`config.mk`:
```
export PLATFORM = sky130hd
export DESIGN_NAME = pipeline_mem_wbuf
export DESIGN_NICKNAME = d
export VERILOG_FILES = /design/src/rtl/pipeline_mem_wbuf.sv
export SDC_FILE = /design/constraint.sdc
export NUM_CORES = 1
export LEC_CHECK = 0
export BUFFER_PORTS_ARGS = -buffer_cell sky130_fd_sc_hd__buf_2
export CELL_PAD_IN_SITES_DETAIL_PLACEMENT = 0
export CELL_PAD_IN_SITES_GLOBAL_PLACEMENT = 2
export CORE_UTILIZATION = 45
export CTS_BUF_LIST = sky130_fd_sc_hd__clkbuf_8
export DETAILED_ROUTE_END_ITERATION = 16
export PLACE_DENSITY_LB_ADDON = 0.2
export REMOVE_ABC_BUFFERS = 1
export SETUP_SLACK_MARGIN = 0.1
export SLEW_MARGIN = 20
export SYNTH_ARGS = -nofsm -noshare
export SYNTH_HDL_FRONTEND = slang
export SYNTH_SLANG_ARGS = --single-unit
```
`constraint.sdc`:
```
create_clock -name clk -period 16.2 [get_ports clk]
set_clock_uncertainty 0.1 [all_clocks]
set_input_delay 4.05 -clock clk [delete_from_list [all_inputs] [get_ports clk]]
set_output_delay 4.05 -clock clk [all_outputs]
set_load 0.01 [all_outputs]
```
`src/rtl/pipeline_mem_wbuf.sv`:
```
// Store write buffer between the memory stage and the data bus.
// It holds byte-masked stores in a circular FIFO, can combine stores into the youngest entry, and flags loads that hit a pending word.
module pipeline_mem_wbuf #(
  parameter int unsigned DATA_W = 32,
  parameter int unsigned ADDR_W = 32,
  parameter int unsigned DEPTH  = 4,
  parameter int unsigned MERGE  = 1
) (
  input  logic                     clk,
  input  logic                     rst,
  input  logic                     st_valid,
  output logic                     st_ready,
  input  logic [DATA_W/8-1:0]      st_mask,
  input  logic [ADDR_W-1:0]        st_addr,
  input  logic [DATA_W-1:0]        st_data,
  input  logic [ADDR_W-1:0]        ld_addr,
  output logic                     ld_hazard,
  output logic                     bus_valid,
  input  logic                     bus_ready,
  output logic [ADDR_W-1:0]        bus_addr,
  output logic [DATA_W/8-1:0]      bus_mask,
  output logic [DATA_W-1:0]        bus_data,
  output logic [$clog2(DEPTH):0]   count,
  output logic                     empty
);
  localparam int unsigned MASK_W = DATA_W / 8;
  localparam int unsigned OFS_W  = $clog2(MASK_W);
  localparam int unsigned PTR_W  = $clog2(DEPTH);
  localparam int unsigned CNT_W  = PTR_W + 1;
  localparam int unsigned WA_W   = ADDR_W - OFS_W;

  logic [WA_W-1:0]   word_q [DEPTH];
  logic [MASK_W-1:0] mask_q [DEPTH];
  logic [DATA_W-1:0] data_q [DEPTH];

  logic [PTR_W-1:0] head_q, head_d, tail_q, tail_d, young;
  logic [CNT_W-1:0] count_q, count_d;
  logic             accept, deq, merge, push;
  logic [WA_W-1:0]  st_word, ld_word;
  logic             unused_ofs;

  assign st_word    = st_addr[ADDR_W-1:OFS_W];
  assign ld_word    = ld_addr[ADDR_W-1:OFS_W];
  assign unused_ofs = ^{st_addr[OFS_W-1:0], ld_addr[OFS_W-1:0]};

  assign st_ready  = (count_q != CNT_W'(DEPTH));
  assign bus_valid = (count_q != '0);
  assign accept    = st_valid && st_ready;
  assign deq       = bus_valid && bus_ready;
  assign young     = tail_q - PTR_W'(1);

  // With two or more entries the youngest is never the head, so the head stays stable while it is presented.
  assign merge = (MERGE != 0) && accept && (st_mask != '0) &&
                 (count_q >= CNT_W'(2)) && (young != head_q) &&
                 (word_q[young] == st_word);
  assign push  = accept && (st_mask != '0) && !merge;

  always_comb begin
    head_d  = head_q;
    tail_d  = tail_q;
    count_d = count_q;
    if (push) tail_d = tail_q + PTR_W'(1);
    if (deq)  head_d = head_q + PTR_W'(1);
    case ({push, deq})
      2'b10:   count_d = count_q + CNT_W'(1);
      2'b01:   count_d = count_q - CNT_W'(1);
      default: count_d = count_q;
    endcase
  end

  always_ff @(posedge clk) begin
    if (rst) begin
      head_q  <= '0;
      tail_q  <= '0;
      count_q <= '0;
    end else begin
      head_q  <= head_d;
      tail_q  <= tail_d;
      count_q <= count_d;
    end
  end

  always_ff @(posedge clk) begin
    if (!rst) begin
      if (push) begin
        word_q[tail_q] <= st_word;
        mask_q[tail_q] <= st_mask;
        data_q[tail_q] <= st_data;
      end else if (merge) begin
        mask_q[young] <= mask_q[young] | st_mask;
        for (int unsigned b = 0; b < MASK_W; b++) begin
          if (st_mask[b]) data_q[young][8*b +: 8] <= st_data[8*b +: 8];
        end
      end
    end
  end

  // An entry is live when its distance from head is below the occupancy.
  always_comb begin
    ld_hazard = 1'b0;
    for (int unsigned i = 0; i < DEPTH; i++) begin
      if ((CNT_W'(PTR_W'(PTR_W'(i) - head_q)) < count_q) && (word_q[i] == ld_word))
        ld_hazard = 1'b1;
    end
  end

  assign bus_addr = {word_q[head_q], {OFS_W{1'b0}}};
  assign bus_mask = mask_q[head_q];
  assign bus_data = data_q[head_q];
  assign count    = count_q;
  assign empty    = (count_q == '0);

endmodule

```
==> flow_results.org <==
** Outcome
- The run finished with clean final reports.

** Place
- Port buffering added 172 buffers.
- The HPWL after detailed placement is roughly 23,000 um.
- Last weighted congestion value of the routability-driven placer :: between 0.8 and 0.9
- DP Cell Count :: between 1,000 and 1,500

** Routing
- Iteration-0 DRC count of the detailed router :: 489
- In the routed design, unresolved DRC markers number 0.
- The pre-antenna-repair detailed-routing pass consisted of 4 iterations.
- The count of nets left with antenna violations once routing finished came out at 0.
- Dividing the detail-routed via count by the number of cells gives 5.55.
- For this block, the routed nets add up to 33,700 um of wire.
- Vias :: around 7,800
- Average wire per cell in the routed design :: 24.1 um

** Pwr
- The internal power of the cells totals 1.37 mW.
- Of the total power, registers draw 43.8%.
- In this run, the combinational gates consume 26.1% of the power.
- Leakage power total :: 5.09 nW
- In this run the power density over the cells is 129 nW/um^2.
- Net switching is a little under a third of the power.
- Switching power :: 0.597 mW
- Clk network pwr share :: between 30% and 40%
- Largest voltage drop on the vdd net :: 0.0712 mV
- Post-route total power :: 1.97 mW

** Timing
- Final worst-path cycle share :: 63.5%
- Final hold analysis gives a worst-case slack of ~0.53 ns.
- For the pin with the worst max-slew slack, the measured transition is 0.969 ns.
- Aggregate negative setup slack :: 0 ns
- Headroom to the max-slew limit came out at 35.4%.
- Setup repair after global routing missed its margin :: no
- The final hold violation count was 0.
- FMAX :: just under 100 MHz
- Final Setup Violations :: 0
- Counting I/O delays and the setup requirement, the final critical path takes 10.29 ns.
- The final-report max-slew violation count is 0.

** Synthesis
- The synthesized design contains 264 enable-type register cells.
- After synthesis, the cell types taking the most area are edfxtp_1 60%, mux4_2 15%, xnor2_1 6.5%, xor2_1 3.5%, mux2i_1 2.3%.
- Mean instance size in the synthesized netlist :: between 15 and 20 um^2
- For this run, asynchronously set or reset flops after synthesis account for 0%.
- In this run, synthesis produced a sequential element count of approximately 270.
- By count the netlist is led by 264 x edfxtp_1, 97 x xnor2_1, 86 x mux4_2, 53 x xor2_1, 30 x mux2i_1.
- Prevailing post-synth register cell :: edfxtp_1
- Sequential share of the synthesized area :: 61.6%
- By instance count, the leading cell after synthesis is edfxtp_1.
- Number of cells produced by synthesis :: 800
- Cell type with the highest aggregate area in the netlist :: edfxtp_1
- The Yosys step of the flow raised 0 warnings.
- In this run, distinct cell masters in the synthesized netlist total 47.
- Syn Std Cell Area :: 13,200 um^2
- Top cell type's share of synthesized area :: 60.2%

** Clock tree
- Clock-pin slew was measured on the worst setup and hold paths at 0.06 ns.
- The cell sitting at the root of the clock tree is a clkbuf_8.
- In this run the number of H-tree levels came out at 2.
- Number of CTS-inserted buffers :: 47
- Post-cts sizing count :: 0
- Setup fix buffers added after clock tree synthesis :: 0
- The tree built by TritonCTS fans out to between 200 and 300 sinks.
- CTS Buffer Depth :: 3
- After clock tree synthesis, the flow added hold-fix buffers numbering 0.
- TritonCTS built the clock tree.
- Latest clock arrival within the worst-skew pair :: 0.56 ns

** Setup path
- The signal on the critical path passes through buf_2 > xnor2_1 > nand4_1 > nor4_1 > o2111ai_1 > nor4_1 > or4_1 > buf_2.
- At the worst endpoint, the arrival time is just over 6 ns.
- In this run the worst setup path begins at ld_addr[4].
- WP buf/inv :: 2
- On the critical path, the stage with the largest delay is an instance of nor4_1.
- Sort of element at the end of the critical path :: primary output
- In this design, the largest share of critical-path delay is due to simple AND/OR/NAND/NOR gates.
- The critical path crosses 8 cells after its start point.
- Setup crit start kind :: input port
- Reg-to-Reg End :: data_q[0][3]
- Crit path to :: ld_hazard
- CP required :: 12.05 ns
- Maximum fanout along the worst path :: 4
- For flop-to-flop paths, the worst setup slack is roughly 10 ns.
- Reg2Reg Depth :: 10
- In this run the critical register-to-register path is launched from tail_q[0].
- In this design, the stage delay of the slowest critical-path cell is 0.42 ns.
- The worst setup path is of the in2out kind.

** Floorplan
- Boundary Pins :: 179
- From left edge to right edge, the die measures 173 um.
- Overall die height :: 173 um
- Core area :: between 20,000 and 30,000 um^2
- Rows :: 62
- Die area :: 30,000 um^2
- For this configuration, the core starts out at a cell density of a little under half.

** Worst hold path
- The startpoint identified for the worst hold timing path is count[1].
- Worst hold path class :: reg2reg

** Layout
- Layout fillers :: 2,452
- Syn-to-layout area delta :: 15.8%
- Final Non-Filler Cells :: 1,399
- The post-route netlist has 34.3% of its cells at a drive strength greater than 1.
- Antenna diodes :: 0
- Cells fill 53.0% of the core in the end.
- Layout Nets :: 1,090

** Global route
- Pin count of the biggest net entering global routing :: 44
- For this run the aggregate overflow at the end of global routing stands at 0.
- Number of antenna violations at the first check in global routing :: 1
- Vias in the first global route :: roughly 8,100
- The first global-routing pass estimated 50,800 um of wire.
- Global routing used 23.0% of the available tracks.

** Flow run
- Number of max-cap violations :: 0
placed cells by master (no fill, tap or decap), types with 6 or more instances in the layout:
cell type | Yosys | final
a21o_1 | 6 | 6
a21oi_1 | 12 | 12
buf_2 | 5 | 172
buf_4 | 4 | 8
clkbuf_8 | 0 | 52
clkinv_1 | 0 | 10
clkinv_2 | 0 | 13
dfxtp_1 | 9 | 6
edfxtp_1 | 264 | 264
ha_1 | 9 | 8
inv_1 | 10 | 19
mux2i_1 | 30 | 30
mux4_2 | 86 | 86
nand2_1 | 23 | 23
nand3_1 | 9 | 9
nand4_1 | 28 | 28
nor2_1 | 20 | 20
nor3_1 | 6 | 6
nor4_1 | 18 | 18
o2111ai_1 | 6 | 6
o21ai_1 | 18 | 18
xnor2_1 | 97 | 97
xor2_1 | 53 | 53
worst register-to-register path: cells and delay by family, from the launching register on:
family | cells | cell delay, ns
AOI/OAI and AO/OA | 1 | 0.85
xor gates and xnor gates | 1 | 0.23
adders and majority gates | 1 | 0.67
buffers and inverters | 2 | 0.80
DFF | 1 | 0.68
muxes | 1 | 0.42
and+or+nand+nor | 4 | 1.81
layout make-up:
| type | instances | area [um^2] | area share [%] |
|---|---|---|---|
| sequential | 273 | 8120 | 53.2 |
| clock inverter | 36 | 191 | 1.25 |
| inverter | 10 | 37.5 | 0.246 |
| clock buffer | 52 | 716 | 4.69 |
| tap | 384 | 480 | 3.15 |
| timing repair buffer | 180 | 921 | 6.04 |
| multi-input combinational | 464 | 4790 | 31.4 |
kinds of logic (layout without fill, tap and decap cells):
kind of cell	count (synthesis)	count (layout)	share of synthesized area [%]
buffers and inverters	64	278	2.27
other	1	2	0.0285
xor gates and xnor gates	150	150	9.98
DFF	273	273	61.6
and+or+nand+nor	120	120	4.79
AOI/OAI and AO/OA	64	64	3.21
adders and majority gates	10	10	1.01
muxes	118	118	17.2
how the worst min path moves through the flow:
stage / to / slack, ns / cells past startpoint
after global placement: count[1] / 0.53 / 2
after CTS: count[1] / 0.54 / 2
after detailed placement: count[1] / 0.53 / 2
final: count[1] / 0.53 / 2
after floorplan: count[1] / 0.49 / 2
after global routing: count[1] / 0.55 / 2
state kept, by name (all words and copies together), names as in the netlist, named ones only:
name / cells
data_q: 128
word_q: 120
mask_q: 16
count: 3
head_q: 2
tail_q: 2
layer usage:
metal  track usage [%]  share of wire (%)  wire, um  up-vias
li1                  -                  -         -     3511
met5                 0              0.039        13        -
met2              39.5                 50     16900      272
met1              29.3                 41     13900     3926
met3              4.44                5.7      1910       53
met4              7.60                2.8       952        2
power by group through the flow:
stage / sequential (mW) / combinational (mW) / clock [mW]
6_report: 0.863 / 0.515 / 0.592
5_1_grt: 0.870 / 0.558 / 0.638
3_3_place_gp: 0.878 / 0.524 / 0
2_1_floorplan: 0.894 / 0.318 / 0
4_1_cts: 0.865 / 0.525 / 0.608
3_5_place_dp: 0.880 / 0.522 / 0
metrics by stage:
| step | setup WS, ns | cell area (um^2) |
|---|---|---|
| global placement | 5.94 | 14300 |
| CTS | 6.01 | 15300 |
| global route | 5.81 | 15300 |
| finish | 5.91 | 15300 |
| detailed placement | 6.04 | 14300 |
| floorplan | 7.08 | 12900 |
No activity file was read; power rests on OpenSTA's default activity.
